## config.mk

```make
export PLATFORM = sky130hd
export DESIGN_NAME = bcd2bin_seq
export DESIGN_NICKNAME = d
export VERILOG_FILES = /design/src/rtl/bcd2bin_seq.sv
export SDC_FILE = /design/constraint.sdc
export NUM_CORES = 1
export LEC_CHECK = 0
export CAP_MARGIN = 20
export CORE_MARGIN = 2
export CORE_UTILIZATION = 40
export CTS_CLUSTER_SIZE = 40
export DETAILED_ROUTE_END_ITERATION = 12
export DONT_BUFFER_PORTS = 1
export PLACE_DENSITY = 0.58
export SYNTH_ARGS = -nofsm -noshare
export SYNTH_HDL_FRONTEND = slang
export SYNTH_SLANG_ARGS = --single-unit
```

## constraint.sdc

```tcl
create_clock -name clk -period 3.8 [get_ports clk]
set_input_delay 0.57 -clock clk [delete_from_list [all_inputs] [get_ports clk]]
set_output_delay 0.57 -clock clk [all_outputs]
set_load 0.01 [all_outputs]
```

## src/rtl/bcd2bin_seq.sv

```systemverilog
// bcd2bin_seq: reverse double-dabble BCD-to-binary converter with start/valid handshake and invalid-digit flag
module bcd2bin_seq #(
  parameter int NUM_DIGITS = 3,
  parameter int BIN_WIDTH  = 10
) (
  input  logic                    clk,
  input  logic                    rst,
  input  logic                    i_start,
  input  logic [4*NUM_DIGITS-1:0] i_bcd,
  output logic                    o_busy,
  output logic                    o_valid,
  output logic [BIN_WIDTH-1:0]    o_bin,
  output logic                    o_err
);
  localparam int SW = 4*NUM_DIGITS + BIN_WIDTH;
  localparam int CW = $clog2(BIN_WIDTH + 1);
  typedef enum logic [1:0] {IDLE, CONV, DONE} state_t;
  state_t              state_q, state_d;
  logic [SW-1:0]        sr_q, sr_d, sh, corr;
  logic [CW-1:0]        cnt_q, cnt_d;
  logic                 err_q, err_d, oerr_q, oerr_d, bad, accept, conv, last;
  logic [BIN_WIDTH-1:0] bin_q, bin_d;
  always_ff @(posedge clk or posedge rst) begin
    if (rst) begin
      state_q <= IDLE;
      sr_q    <= '0;
      cnt_q   <= '0;
      err_q   <= 1'b0;
      oerr_q  <= 1'b0;
      bin_q   <= '0;
    end else begin
      state_q <= state_d;
      sr_q    <= sr_d;
      cnt_q   <= cnt_d;
      err_q   <= err_d;
      oerr_q  <= oerr_d;
      bin_q   <= bin_d;
    end
  end
  always_comb begin
    state_d = state_q == IDLE ? (i_start ? CONV : IDLE) :
              state_q == CONV ? (last ? DONE : CONV) : IDLE;
  end
  always_comb begin
    accept = state_q == IDLE && i_start;
    conv   = state_q == CONV;
    last   = cnt_q == CW'(BIN_WIDTH - 1);
    bad    = 1'b0;
    for (int i = 0; i < NUM_DIGITS; i++) bad = bad | (i_bcd[4*i +: 4] > 4'd9);
    sh   = sr_q >> 1;
    corr = sh;
    for (int i = 0; i < NUM_DIGITS; i++)
      corr[BIN_WIDTH+4*i +: 4] = sh[BIN_WIDTH+4*i +: 4] >= 4'd8 ? sh[BIN_WIDTH+4*i +: 4] - 4'd3 : sh[BIN_WIDTH+4*i +: 4];
    sr_d   = accept ? {i_bcd, {BIN_WIDTH{1'b0}}} : conv ? corr : sr_q;
    cnt_d  = accept ? '0 : conv ? cnt_q + 1'b1 : cnt_q;
    err_d  = accept ? bad : err_q;
    bin_d  = conv && last ? (err_q ? '0 : corr[BIN_WIDTH-1:0]) : bin_q;
    oerr_d = conv && last ? err_q : oerr_q;
  end
  always_comb begin
    o_busy  = state_q != IDLE;
    o_valid = state_q == DONE;
    o_bin   = bin_q;
    o_err   = oerr_q;
  end
endmodule

```

* Yosys cells after proc, flatten, opt, wreduce, memory -nomap -nowiden
Cells that the tools add are included.
** Operators by class
- Add/sub/neg operators :: 4
- Order comparisons :: 6
- Eq/ne operators :: 3
- Multiplexer cells :: 12
- Bitwise logic cells :: 2
- Reduce and logical (&&, ||, !) cells :: 5
** Operators by type and width (number)
- 22-bit two-way mux :: 2
- 4-bit two-way mux :: 5
- 4-bit greater-than comparator, second input constant :: 3
- 10-bit two-way mux :: 1
- 4-bit greater-or-equal comparator, second input constant :: 2
- 4-bit by 2-bit subtractor with 4-bit output, second input constant :: 2
- 2-bit two-way mux :: 3
- 4-bit by 1-bit adder with 4-bit output, second input constant :: 1
- 4-bit == test, second input constant :: 1
- 3-bit by 4-bit greater-or-equal comparator with 1-bit output, second input constant :: 1
- 2-bit nonzero test :: 2
- 3-bit by 2-bit subtractor with 4-bit output, second input constant :: 1
- 2-bit by 1-bit == test with 1-bit output, second input constant :: 1
- 2-bit == test, second input constant :: 1
- 1-bit logical AND :: 2
- 2-bit zero test :: 1
- 1-bit bitwise OR :: 2
- 1-bit two-way mux :: 1
** Word-level totals
- Register bits :: 40
- Input port bits :: 15
- Logic and storage cells :: 38

* Longest topological paths before layout
Gate-level depths: netlist of run 1.
- Depth in word-level cells :: 4
- Gate-level depth with buffers :: 6
- Depth with buffers taken out :: 5

* Worst setup path before layout of run 1
OpenSTA, ideal clock, no wires.
- Kind :: input -> register
- Start point :: in i_start
- End point :: reg sr_q[8]
- Library setup time :: 0.117 ns
- Data arrival time :: 1.444 ns
- Data required time :: 3.683 ns
- Path slack :: 2.239 ns
- Cell stages on the path :: 6
- Cells stage by stage :: buf_4 or3b_1 clkbuf_1 buf_2 nand3_1 nand2_1
** Between the ends
- Cells in the longest elaborated chain, start to end :: 2
- Elaborated cells on any way between the ends :: 3
- Those cells by class :: mux: 1; reduce/logical: 2
** RTL lines
- start: declaration :: line 8 : input logic i_start,
- 1-bit logical AND * :: line 45 : accept = state_q == IDLE && i_start;
- 22-bit two-way mux or 2-bit nonzero test (tied branches)
- end signal: assignment :: line 33 : sr_q <= sr_d;
- end: declaration :: line 19 : logic [SW-1:0] sr_q, sr_d, sh, corr;
Mark *: on every way between the ends. The rest lies on a longest branch, timed or not.
A chain may end at the register's enable or synchronous reset.

* Worst setup path in the final report of run 1
- Start point :: reg state_q[0]
- End point :: reg bin_q[2], in the netlist o_bin[2]
** Between the ends
- Cells in the longest elaborated chain, start to end :: 2
** RTL lines
- start: declaration :: line 18 : state_t state_q, state_d;
- start signal: assignment :: line 32 : state_q <= state_d;
- 2-bit by 1-bit == test with 1-bit output :: line 46 : conv = state_q == CONV;
- 1-bit logical AND :: line 57 : bin_d = conv && last ? (err_q ? '0 : corr[BIN_WIDTH-1:0]) : bin_q;
- end signal: assignment :: line 37 : bin_q <= bin_d;
- end: declaration :: line 22 : logic [BIN_WIDTH-1:0] bin_q, bin_d;
Every way passes these cells.

==> results.md, run 1 <==
- Ys async rst share: 1.000
- Fillcell total: 436
- Postcts setup bufs: 0
- Yosys reg bits: 39
- Share of cells above drive strength 1: 0.1285
- Synth cell types: 31
- Number of clock sinks: 39
- Post-synth EDFFs: 0
- Core Rows: 24
- CTS tree: built
- CTS Hold Buffers Added: 0
- Period Utilization, post-route: 0.6760
- Die area: 5242 µm²
- CP Data Required Time: 3.97 ns
- Cell area after synthesis: 1872 µm²
- Synth area leader: dfrtp_1
- WP data arrival: 2.74 ns
- Slew of the pin with the lowest slew margin: 0.8986 ns
- Die Y-Extent: 72.41 µm
- Worst r2r src: state_q[0]
- TritonRoute pass-1 iters: 4
- Htree depth: 2
- Relative slew slack: 0.3977
- Pleak: 0.0009269 µW
- Slew Viols, Final: 0
- Pwr Density: 799.6 nW/µm²
- Setup Viol. Count Final: 0
- Post-CTS sizing: 0
- Pin count of the biggest net entering global routing: 21
- Total core area: 4444 µm²
- Nets: 199
- Vias/cell: 5.649
- Sequential-to-total area share from yosys stat: 0.5214
- Dpl cells: 223
- Crit path kind: register to register
- PortBufs: 0
- Most frequent cells after synthesis: 39 x dfrtp_1, 25 x nand2_1, 16 x nor2b_1
- CP startpoint kind: register
- Syn_area_per_cell: 10.40 µm²
- Critical path origin: state_q[0]
- Total CTS buffers: 5
- Via count: 1305
- Clock transition at path regs: 0.08 ns
- P&R area growth vs syn: 7.219%
- Clock root cell: clkbuf_8
- Routability congestion estimate: 0.8533
- Initial antenna violation count: 0
- Outcome: finished, final reports clean
- X dimension of the die: 72.41 µm
- ANT nets after route: 0
- Yosys warns: 0
- First-pass GRT wire length: 6.058 mm
- Non-Filler Instances: 231
- Synth top area share: 0.5214
- Final hold vios: 0
- DRC Markers: 0
- Clock latency on the worst-skew pair: 0.29 ns
- Prevailing post-synth register cell: dfrtp_1
- Max cap viols: 0
- Diode count: 0
- Setup TNS: 0 ns
- I/O pin cnt: 28
- Overall Global Routing Usage: 0.1468
- Maximum root-to-sink buffer count: 2
- Fin crit period: 2.569 ns
- Syn_nets: 201
- VDD IR max: 0.2892 mV
- Iter 0 DRT Violations: 108
- Number of global-route vias before repair: 1354
- Top-count cell post-synth: dfrtp_1
- Unrepaired setup endpoints after global routing: no
- Hold Crit Class: primary input to asynchronous set/reset pin
- Drt total wl: 3.489 mm
- Crit. End Element: register
- Starting density of the core: 0.4212
- Hpwl dp: 2.513 mm
- Max Fclk: 389.3 MHz
- Crit Path Max Fanout: 20
- Avg WL per Cell: 15.10 µm
- Top cells by area, synth: dfrtp_1 52%, mux2_2 6.6%, nor2b_1 5.3%
- Global route overflow: 0
- Clock Skew: 0.007743 ns
- Post-Syn Instances: 180
-- state kept, by name (all words and copies together) (netlist names) --
signal	cells
cnt_q	4
err_q	1
o_bin	10
o_err	1
sr_q	21
state_q	2
-- area by class of cell --
cell class / instances / area (µm²) / area share
sequential: 39 / 975.9 / 0.4863
multi-input combinational: 121 / 808.3 / 0.4027
clock buffer: 5 / 68.82 / 0.03429
tap: 52 / 65.06 / 0.03242
clock inverter: 3 / 43.79 / 0.02182
inverter: 10 / 37.54 / 0.01870
timing repair buffer: 1 / 7.507 / 0.003741
-- cells by family (layout without fill, tap and decap cells) --
| kind of cell | Yosys count | count (layout) | share of synthesized area |
|---|---|---|---|
| AND/OR/NAND/NOR | 67 | 67 | 0.1812 |
| buffers and inverters | 20 | 19 | 0.04679 |
| adder cells (fa/ha/maj) | 6 | 6 | 0.04011 |
| flip-flops | 39 | 39 | 0.5214 |
| AO/OA/AOI/OAI | 30 | 30 | 0.1096 |
| multiplexers | 14 | 14 | 0.08222 |
| XOR/XNOR | 4 | 4 | 0.01871 |
-- worst max-delay path, cell delays in order (launching register included) --
cell and delay (ns):
dfrtp_1 0.63, nand2b_1 0.52, nor3_2 0.88, mux2_2 0.41
-- final timing paths --
kind                             to  slack [ns]  depth (start not counted)
setup reg to reg           o_bin[2]        1.23                          3
hold / removal             o_bin[7]        0.30                          1
hold reg to reg             sr_q[8]        0.49                          2
min in group clk           sr_q[21]        0.39                          2
setup / recovery           o_bin[2]        1.23                          3
max in group asynchronous  o_bin[3]        2.76                          2
-- routing by layer --
layer / routed length [µm] / global-route usage / part of all wire / vias up
li1: - / - / - / 612
met1: 1551 / 0.1821 / 0.44 / 653
met2: 1733 / 0.2396 / 0.50 / 33
met3: 158 / 0.04028 / 0.045 / 7
met4: 45 / 0.06584 / 0.013 / 0
met5: 0 / 0 / 0 / -
-- cells in the final DEF (no fill, tap or decap), drive strengths merged, types with 5 or more instances in the layout --
cell type	Yosys	final
nand3	12	12
ha	6	6
o21ai	12	12
inv	10	10
nor2	6	6
clkbuf	4	5
nand2	25	25
mux2	11	11
nor2b	16	16
dfrtp	39	39
-- metrics by stage --
step	setup slack (ns)	cell area, µm²	util	total power [µW]	hold slack, ns
floorplan	2.239	1872	-	1164	0.4453
global placement	1.325	1894	0.4262	1249	0.4676
detailed placement	1.175	1894	0.4262	1281	0.4832
CTS	1.205	2007	0.4516	1623	0.3191
global route	0.9881	2007	0.4516	1737	0.3448
finish	1.231	2007	0.4516	1605	0.2968
-- power breakdown --
group	switching [µW]	leakage (µW)	internal, µW
Combinational	251	0.000373	229
Sequential	197	0.000496	587
Clock	145	0.0000581	195
Total	593	0.000927	1010
Note: power is estimated with default switching activity, not from simulation.
==> run 2: changes to the inputs <==
- clock period: 3.8 -> 2.6 ns (I/O delays scaled with it)
==> run 2 against run 1 <==
Compared with the run above: critical path depth increased by 1; setup slack got worse by 0.27 ns; die area unchanged; non-clock buffer count increased by 3; critical path type unchanged.
==> results.md, run 2 (same netlist as run 1, synthesis figures left out) <==
- WP data arrival: 1.81 ns
- Overall Global Routing Usage: 0.1602
- Delay-heaviest family, CP: flip-flops
- CP Data Required Time: 2.77 ns
- TritonRoute pass-1 iters: 5
- Setup TNS: 0 ns
- CP startpoint kind: register
- I/O pin cnt: 28
- Global route overflow: 0
- DRC Markers: 0
- Hpwl dp: 2.577 mm
- Buffers & Inverters on Critical Path: 1
- Drt total wl: 3.763 mm
- Total core area: 4444 µm²
- CTS Hold Buffers Added: 0
- First-pass GRT wire length: 6.444 mm
- Postcts setup bufs: 0
- Htree depth: 2
- Slew Viols, Final: 0
- Die Y-Extent: 72.41 µm
- Unrepaired setup endpoints after global routing: no
- Initial antenna violation count: 0
- CP cell instances: nand2b_1 > nor3_2 > buf_4 > mux2_2
- Clock root cell: clkbuf_8
- Worst r2r dst: o_bin[2]
- Starting density of the core: 0.4212
- Period Utilization, post-route: 0.6288
- Share of cells above drive strength 1: 0.1429
- Clock transition at path regs: 0.07 ns
- Fin crit period: 1.635 ns
- Iter 0 DRT Violations: 104
- PortBufs: 0
- Worst path max stage delay: 0.61 ns
- DP Area: 1917 µm²
- Avg WL per Cell: 16.08 µm
- Diode count: 0
- Pwr Density: 1155 nW/µm²
- Crit path kind: register to register
- Pin count of the biggest net entering global routing: 28
- Relative slew slack: 0.6283
- ANT nets after route: 0
- Fillcell total: 427
- Hold Crit Class: primary input to asynchronous set/reset pin
- Die area: 5242 µm²
- X dimension of the die: 72.41 µm
- Reg2Reg Setup Slack: 0.96 ns
- Area of the multi-input gates: 808.3 µm²
- Vias/cell: 5.474
- Maximum root-to-sink buffer count: 2
- Worst reg2reg path depth: 4
- Leading cell type in the layout, fill and taps excluded: dfrtp_1
- Biggest register: sr_q
- Total power: 2334 µW
- Register area: 975.9 µm²
- CTS tree: built
- Total CTS buffers: 5
- Post-CTS sizing: 0
- VDD IR max: 0.3945 mV
- Clock Skew: 0.008045 ns
- Max Fclk: 611.6 MHz
- Max cap viols: 0
- Final Cell Area: 2021 µm²
- Setup Viol. Count Final: 0
- Nets: 202
- Routability congestion estimate: 0.8507
- Pleak: 0.0009343 µW
- Number of flip-flops under the largest register name: 21
- Core Rows: 24
- Final hold vios: 0
- Slew of the pin with the lowest slew margin: 0.5569 ns
- Crit. End Element: register
- Clock latency on the worst-skew pair: 0.29 ns
- Crit Path Max Fanout: 15
- Outcome: finished, final reports clean
- Number of global-route vias before repair: 1346
- Via count: 1281
- P&R area growth vs syn: 7.955%
- Number of clock sinks: 39
- Slowest cell on the critical path: dfrtp_1
- Most frequent cells in the layout: 39 x dfrtp_1, 25 x nand2_1, 16 x nor2b_1, 12 x o21ai_0, 12 x nand3_1
- Worst r2r src: state_q[0]
run 2: power by group:
part	switching (µW)	total, µW	internal, µW
sequential	285	1140	859
combinational	380	737	357
clock	212	453	241
total	876	2330	1460
run 2: metal layers:
layer,global-route usage,wire length [µm]
met4,0.04527,43
met3,0.05694,204
met2,0.2661,1825
met5,0,0
met1,0.1975,1690
run 2: worst max path at each step:
stage	slack (ns)	end	cells past startpoint	start
global placement	1.04	o_bin[3]	4	state_q[0]
global route	0.83	o_bin[1]	4	state_q[0]
finish	0.96	o_bin[2]	4	state_q[0]
CTS	0.95	o_bin[1]	4	state_q[0]
floorplan	1.16	o_bin[0]	6	cnt_q[1]
detailed placement	0.95	o_bin[1]	4	state_q[0]
run 2: worst register-to-register path, cell delays in order (launching register included):
cell      delay, ns
dfrtp_1        0.61
nand2b_1       0.16
nor3_2         0.17
buf_4          0.23
mux2_2         0.36
run 2: metrics by stage:
step	setup slack [ns]	cells	hold WS, ns	util
2_1_floorplan	1.156	180	0.4453	-
3_3_place_gp	1.040	226	0.3277	0.4313
3_5_place_dp	0.9472	226	0.3457	0.4313
4_1_cts	0.9536	234	0.02550	0.4547
5_1_grt	0.8261	234	0.04656	0.4547
6_report	0.9650	234	0.03141	0.4547
run 2: final cells by class:
type                    instances  share of cell area
clock buffers                   7             0.04768
clock inverters                 1            0.003715
inverters                      10             0.01858
multi-input cells             121              0.4000
flip-flops and latches         39              0.4830
well taps                      52             0.03220
repair buffers                  4             0.01486
